File: src/rtl/adder16_s_pkg.sv
// Shared constants for the 16-bit two-stage pipelined adder.
// Datapath is split into 4-bit carry-lookahead nibbles rippled by carry.
package adder16_s_pkg;

  localparam int unsigned ADD_W    = 16;
  localparam int unsigned PIPE_LAT = 2;
  localparam int unsigned NIB_W    = 4;
  localparam int unsigned NIB_N    = ADD_W / NIB_W;

endpackage

File: src/rtl/adder16_s_adder4.sv
// 4-bit carry-lookahead adder slice; purely combinational, no flow control.
// All four carries are formed directly from generate/propagate terms.
module adder4 (
  input  logic [3:0] a,
  input  logic [3:0] b,
  input  logic       ci,
  output logic [3:0] s,
  output logic       co
);

  logic [3:0] w_p;
  logic [3:0] w_g;
  logic [4:0] w_c;

  assign w_p    = a ^ b;
  assign w_g    = a & b;
  assign w_c[0] = ci;
  assign w_c[1] = w_g[0] | (w_p[0] & ci);
  assign w_c[2] = w_g[1] | (w_p[1] & w_g[0]) | (w_p[1] & w_p[0] & ci);
  assign w_c[3] = w_g[2] | (w_p[2] & w_g[1]) | (w_p[2] & w_p[1] & w_g[0])
                | (w_p[2] & w_p[1] & w_p[0] & ci);
  assign w_c[4] = w_g[3] | (w_p[3] & w_g[2]) | (w_p[3] & w_p[2] & w_g[1])
                | (w_p[3] & w_p[2] & w_p[1] & w_g[0])
                | (w_p[3] & w_p[2] & w_p[1] & w_p[0] & ci);

  assign s  = w_p ^ w_c[3:0];
  assign co = w_c[4];

endmodule

File: src/rtl/adder16_s.sv
// 16-bit pipelined adder: operands registered, then {cout,sum} registered; 2-edge latency.
// Accepts one operand set per cycle, never stalls; reset clears both stages immediately.
module adder16_s
  import adder16_s_pkg::*;
(
  input  logic             clk,
  input  logic             reset,
  input  logic [ADD_W-1:0] x,
  input  logic [ADD_W-1:0] y,
  input  logic             cin,
  output logic [ADD_W-1:0] sum,
  output logic             cout
);

  logic [ADD_W-1:0] r_x;
  logic [ADD_W-1:0] r_y;
  logic             r_cin;
  logic [ADD_W-1:0] w_sum;
  logic [NIB_N:0]   w_c;

  always_ff @(posedge clk or negedge reset) begin
    if (!reset) begin
      r_x   <= '0;
      r_y   <= '0;
      r_cin <= 1'b0;
    end else begin
      r_x   <= x;
      r_y   <= y;
      r_cin <= cin;
    end
  end

  // Nibble slices chained low to high through w_c.
  assign w_c[0] = r_cin;

  for (genvar i = 0; i < int'(NIB_N); i++) begin : g_nib
    adder4 u_adder4 (
      .a  (r_x[i*NIB_W +: NIB_W]),
      .b  (r_y[i*NIB_W +: NIB_W]),
      .ci (w_c[i]),
      .s  (w_sum[i*NIB_W +: NIB_W]),
      .co (w_c[i+1])
    );
  end

  always_ff @(posedge clk or negedge reset) begin
    if (!reset) begin
      sum  <= '0;
      cout <= 1'b0;
    end else begin
      sum  <= w_sum;
      cout <= w_c[NIB_N];
    end
  end

endmodule

File: config.mk
export PLATFORM = sky130hd
export DESIGN_NAME = adder16_s
export DESIGN_NICKNAME = d
export VERILOG_FILES = /design/src/rtl/adder16_s_pkg.sv /design/src/rtl/adder16_s_adder4.sv /design/src/rtl/adder16_s.sv
export SDC_FILE = /design/constraint.sdc
export NUM_CORES = 1
export LEC_CHECK = 0
export BUFFER_PORTS_ARGS = -buffer_cell sky130_fd_sc_hd__buf_4
export CAP_MARGIN = 20
export CELL_PAD_IN_SITES_DETAIL_PLACEMENT = 1
export CELL_PAD_IN_SITES_GLOBAL_PLACEMENT = 2
export CORE_UTILIZATION = 34
export DETAILED_ROUTE_END_ITERATION = 16
export HOLD_SLACK_MARGIN = 0.12
export PLACE_DENSITY = 0.8
export SETUP_SLACK_MARGIN = 0.5
export SLEW_MARGIN = 30
export SYNTH_ARGS = -nofsm -noshare
export SYNTH_HDL_FRONTEND = slang
export SYNTH_HIERARCHICAL = 1
export SYNTH_SLANG_ARGS = --single-unit
File: constraint.sdc
create_clock -name clk -period 4.3 [get_ports clk]
set_clock_uncertainty 0.1 [all_clocks]
set_input_delay 0.645 -clock clk [delete_from_list [all_inputs] [get_ports clk]]
set_output_delay 0.645 -clock clk [all_outputs]
set_load 0.05 [all_outputs]
# ---- Yosys cells after proc, flatten, opt, wreduce, memory -nomap -nowiden
# Index checks and enable logic that the tools add are counted.
dict set report totals {
  reg_bits 50
  in_bits 35
  out_inout_bits 17
  word_cells 121
}
dict set report op_classes {
  bitwise_logic 116
}
# cell n
set ops {}
lappend ops {{$and A1 B1 Y1} 64}
lappend ops {{$or A1 B1 Y1} 40}
lappend ops {{$xor A4 B4 Y4} 8}
lappend ops {{$and A4 B4 Y4} 4}

# ---- Logic depth before layout (Yosys ltp)
dict set report depth {
  depth_word 13
  depth_mapped 13
  depth_no_buf 13
}

# ---- Modules after synthesis
# Netlist, hierarchy kept.
# mod n_inst cells_per_inst area_per_inst_um2 seq_area_each_um2
set by_module_without_submodules {}
lappend by_module_without_submodules {adder16_s 1 50 1251.2 1251.2}
lappend by_module_without_submodules {{adder4 (g_nib[0].u_adder4 ...)} 3 17 147.6 0.0}
lappend by_module_without_submodules {{adder4 (g_nib[3].u_adder4)} 1 13 132.6 0.0}

# ---- Least setup slack after synthesis
# OpenSTA, ideal clock, no wires.
dict set report synth_path {
  path_type {reg2reg}
  startpoint {register r_x[0]}
  endpoint {register cout}
  setup_ns 0.118
  arrival_time_ns 2.925
  required_time_ns 4.082
  path_slack_ns 1.157
  stages_incl_launch_ff 14
  n_path_buf 0
  synth_period_minus_slack_ns 3.143
  cell_sequence {dfrtp_1 ha_1 a21o_1 a31o_1 a21o_1 a21o_1 a31o_1 a21o_1 a21o_1 a31o_1 a21o_1 a21o_1 a31o_1 a21o_1}
}
dict set report synth_between {
  elab_chain_cells 10
  word_cells_on_any_way 13
  cone_classes {bitwise (13)}
}
# item line
set synth_rtl {}
lappend synth_rtl {{from (decl)} adder16_s.sv:15} ;# logic [ADD_W-1:0] r_x;
lappend synth_rtl {{from (signal assigned)} adder16_s.sv:23} ;# r_x <= '0;
lappend synth_rtl {{from (signal assigned)} adder16_s.sv:27} ;# r_x <= x;
lappend synth_rtl {{$and A4 B4 Y4 or $xor A4 B4 Y4 (tied branches)} {adder16_s_adder4.sv:16, adder16_s_adder4.sv:15}}
lappend synth_rtl {{$and A1 B1 Y1, on equally long branches} {adder16_s_adder4.sv:23, adder16_s_adder4.sv:24}}
lappend synth_rtl {{$or A1 B1 Y1 or $and A1 B1 Y1 (tied branches)} {adder16_s_adder4.sv:23, adder16_s_adder4.sv:24}}
lappend synth_rtl {{$or A1 B1 Y1 (*)} adder16_s_adder4.sv:24} ;# | (w_p[3] & w_p[2] & w_p[1] & w_p[0] & ci);
lappend synth_rtl {{named net w_c[1]} adder16_s.sv:19} ;# logic [NIB_N:0] w_c;
lappend synth_rtl {{$and A1 B1 Y1 (*)} adder16_s_adder4.sv:24}
lappend synth_rtl {{$or A1 B1 Y1 (*)} adder16_s_adder4.sv:24}
lappend synth_rtl {{named net w_c[2]} adder16_s.sv:19}
lappend synth_rtl {{$and A1 B1 Y1 (*)} adder16_s_adder4.sv:24}
lappend synth_rtl {{$or A1 B1 Y1 (*)} adder16_s_adder4.sv:24}
lappend synth_rtl {{named net w_c[3]} adder16_s.sv:19}
lappend synth_rtl {{$and A1 B1 Y1 (*)} adder16_s_adder4.sv:24}
lappend synth_rtl {{$or A1 B1 Y1 (*)} adder16_s_adder4.sv:24}
lappend synth_rtl {{named net w_c[4]} adder16_s.sv:19}
lappend synth_rtl {{to (signal assigned)} adder16_s.sv:52} ;# cout <= w_c[NIB_N];
lappend synth_rtl {{to (decl)} adder16_s.sv:12} ;# output logic cout
# The timed path passes the listed nets; every way through them passes the cells marked *.

# ---- Worst setup path in the final report
dict set report layout_path {
  startpoint {register r_x[2]}
  endpoint {register cout}
}
dict set report layout_between {
  elab_chain_cells 12
  word_cells_on_any_way 19
  cone_classes {bitwise (19)}
}
# item line
set layout_rtl {}
lappend layout_rtl {{$and A4 B4 Y4 or $xor A4 B4 Y4 (tied branches)} {adder16_s_adder4.sv:16, adder16_s_adder4.sv:15}}
lappend layout_rtl {{$and A1 B1 Y1, on equally long branches} {adder16_s_adder4.sv:22, adder16_s_adder4.sv:23, adder16_s_adder4.sv:24}}
lappend layout_rtl {{$or A1 B1 Y1, or another cell as far along (2 in series)} adder16_s_adder4.sv:22} ;# assign w_c[4] = w_g[3] | (w_p[3] & w_g[2]) | (w_p[3] & w_p[2] & w_g[1])
lappend layout_rtl {{$or A1 B1 Y1 or $and A1 B1 Y1 (tied branches)} {adder16_s_adder4.sv:23, adder16_s_adder4.sv:24}}
lappend layout_rtl {{$or A1 B1 Y1 (*)} adder16_s_adder4.sv:24}
lappend layout_rtl {{named net w_c[1]} adder16_s.sv:19}
lappend layout_rtl {{$and A1 B1 Y1 (*)} adder16_s_adder4.sv:24}
lappend layout_rtl {{$or A1 B1 Y1 (*)} adder16_s_adder4.sv:24}
lappend layout_rtl {{named net w_c[2]} adder16_s.sv:19}
lappend layout_rtl {{$and A1 B1 Y1 (*)} adder16_s_adder4.sv:24}
lappend layout_rtl {{$or A1 B1 Y1 (*)} adder16_s_adder4.sv:24}
lappend layout_rtl {{named net w_c[3]} adder16_s.sv:19}
lappend layout_rtl {{$and A1 B1 Y1 (*)} adder16_s_adder4.sv:24}
lappend layout_rtl {{$or A1 B1 Y1 (*)} adder16_s_adder4.sv:24}
lappend layout_rtl {{named net w_c[4]} adder16_s.sv:19}
# Marked as above.

==> flow_summary.toml <==
[timing]
rsz0062_at_grt = "no"
fmax_mhz = 299
hold_slack_ns = 0.252
finalCriticalPeriod_ns = 3.34
final_min_period_over_clock_period_pct = 77.8
worst_slew_pin_slew_ns = 0.599
finalHoldViolCount = 0
finalSetupViolCount = 0
worst_slew_margin_rel_pct = 60.1
timing_max_transition_violations_final = 0
final_critical_path_setup_slack_ns = 0.957
fin_tns_setup_ns = 0

[die]
initial_utilization_pct = 35.5
fp.coreArea_um2 = 5140
die_area_um2 = 5670
die_w_um = 75.3
dieHeight_um = 75.3
floorplan.io_pins = 52
std_cell_rows = 26

[grt]
grt_max_degree = 51
vias_in_the_first_global_route = 1141
antenna_violations_before_repair = 0
grt.overflow.total = 0
grt_util_all_layers_pct = 11.9
globalRoute.busiestLayer = "met2"
met1_usage_pct = 13.3
met3_usage_pct = 4.89
global_route_wire_length_before_repair_um = 4830
grt_util_met2_pct = 20.8

[synthesis]
number_of_synthesized_flops_with_an_enable_pin = 0
synthMostInstantiatedCell = "dfrtp_1"
synthesis.instances = 114
post-synth-top-area-fraction_pct = 68.5
synth.distinct_cells = 9
ffs_w_async_s_r_synth_pct = 100
post_synth_instance_area_um2 = 1830
yosys_warnings = 6
ys_seq_elements = 50
synth.area.top_cells = "dfrtp_1 68%, ha_1 11%, a21o_1 4.9%"
synth.cells.most_frequent = "50 x dfrtp_1, 16 x ha_1, 12 x a21o_1, 12 x inv_1, 7 x xnor2_1"
synth_ff_type = "dfrtp_1"
syn_area_per_cell_um2 = 16.0
netlist.top_cell.by_area = "dfrtp_1"
mappedNetlistNets = 169
ys_seq_area_share_pct = 68.5

[route]
finalWirelength_um = 3140
avgRoutedWirePerCell_um = 12.9
dr.first_iter.drc_count = 17
vias = 1052
drt_drc_violations_left = 0
detailedRoute.firstPassIterationCount = 4
vias_per_cell = 4.33
ant_nets = 0

[layout]
design_area_final_um2 = 2410
num-nets-final = 227
n_antenna_cell = 0
final_layout_size_suffix_gt1_share_pct = 34.1
final-seq-area_um2 = 1250
final_core_utilization_pct = 47.0
area.growth.synth_to_final_pct = 32.1
final-instance-count-excl-fill = 243
multiInputGateArea_um2 = 531
n_fill_cell = 569

[setup_path]
worst_r2r_endpoint = "cout$_DFF_PN0_"
timing.setup.critical_path_class = "reg2reg"
required_ns = 4.40
cp_data_arrival_time_ns = 3.44
timing.rr.start = "r_x[2]$_DFF_PN0_"
critical_path.max_fanout = 3
endpoint_kind = "flip-flop"
startpoint_kind_of_the_worst_setup_timing_path = "flip-flop"
worstRegToRegCells = 13
regToRegSetupSlack_ns = 0.96

[worst_hold_path]
hold_path.class = "in2async"

[job]
max_cap_violations = 0

[cts]
clock_latency_on_the_worst_skew_pair_ns = 0.30
post_cts.repair.setup_buffers = 0
cts-resized-gates = 0
cts.sink_count = 50
cts_root_buf = "clkbuf_8"
tritoncts = "yes"
cts.path.max_buffers = 2
htree_num_levels = 2
holdBufCountCts = 0
clk_pin_slew_worst_paths_ns = 0.09
cts_buffers = 5

[power]
static-leakage-power_nw = 1.25
cellPowerDensity_nw_per_um2 = 477
ir_drop_mv = 0.199
total_power_mw = 1.15

[placed_design]
numPortBuffers = 51
replace_congestion = 0.646
post-place-cells = 235
detailed_place.area_um2 = 2300
placement.setup.worst_slack_ns = 0.950
dp.final_hpwl_um = 2430

[run_status]
outcome = "complete, no violations"
## cells by family after synthesis
logic type,count (synthesis),share of synthesized area [%]
buffers and inverters,12,2.47
xor gates and xnor gates,12,5.75
adders and majority gates,20,15.3
DFF,50,68.5
AOI/OAI and AO/OA,20,7.95
## cells in the final DEF (no fill, tap or decap)
cell type	count
xor2_1	5
dfrtp_1	50
bufinv_16	1
a21o_1	12
ha_1	16
clkbuf_8	5
xnor2_1	7
fa_1	4
inv_6	2
buf_4	51
a31o_1	4
a21oi_1	4
inv_1	12
## metal layers
metal / vias to the layer above / routed length, µm
met2: 44 / 1580
met1: 517 / 1280
met3: 2 / 264
met5: - / 0
met4: 0 / 16
li1: 489 / -
## cell type report
| type | count | share of cell area, % |
|---|---|---|
| tap | 70 | 3.63 |
| inverter | 12 | 1.87 |
| sequential | 50 | 51.8 |
| clock inverter | 3 | 1.97 |
| clock buffer | 5 | 2.85 |
| multi-input combinational | 52 | 22.0 |
| timing repair buffer | 51 | 15.9 |
## flip-flops by register name, indices dropped and copies added (netlist names)
| register | flops |
|---|---|
| sum | 16 |
| r_cin | 1 |
| r_x | 16 |
| cout | 1 |
| r_y | 16 |
## critical path: stages, from the launching register on
cell and delay [ns]:
dfrtp_1 0.38, ha_1 0.34, a21o_1 0.20, a31o_1 0.20, a21o_1 0.19, a21o_1 0.16, a31o_1 0.23, a21o_1 0.20
a21o_1 0.17, a31o_1 0.24, a21o_1 0.21, a21o_1 0.18, a31o_1 0.25, a21o_1 0.18
## how the worst max path moves through the flow
| stage | start | end | slack (ns) |
|---|---|---|---|
| 5_1_grt | r_x[0]$_DFF_PN0_ | cout$_DFF_PN0_ | 0.83 |
| 2_1_floorplan | r_x[0]$_DFF_PN0_ | cout$_DFF_PN0_ | 1.16 |
| 3_3_place_gp | r_x[0]$_DFF_PN0_ | cout$_DFF_PN0_ | 1.05 |
| 3_5_place_dp | r_x[2]$_DFF_PN0_ | cout$_DFF_PN0_ | 0.95 |
| 4_1_cts | r_x[2]$_DFF_PN0_ | cout$_DFF_PN0_ | 0.93 |
| 6_report | r_x[2]$_DFF_PN0_ | cout$_DFF_PN0_ | 0.96 |
## power breakdown
group          internal [mW]  total (mW)  switching (mW)
combinational          0.101       0.284           0.183
sequential             0.518       0.536          0.0181
clock                  0.177       0.332           0.155
(Power assumes the default switching activity.)
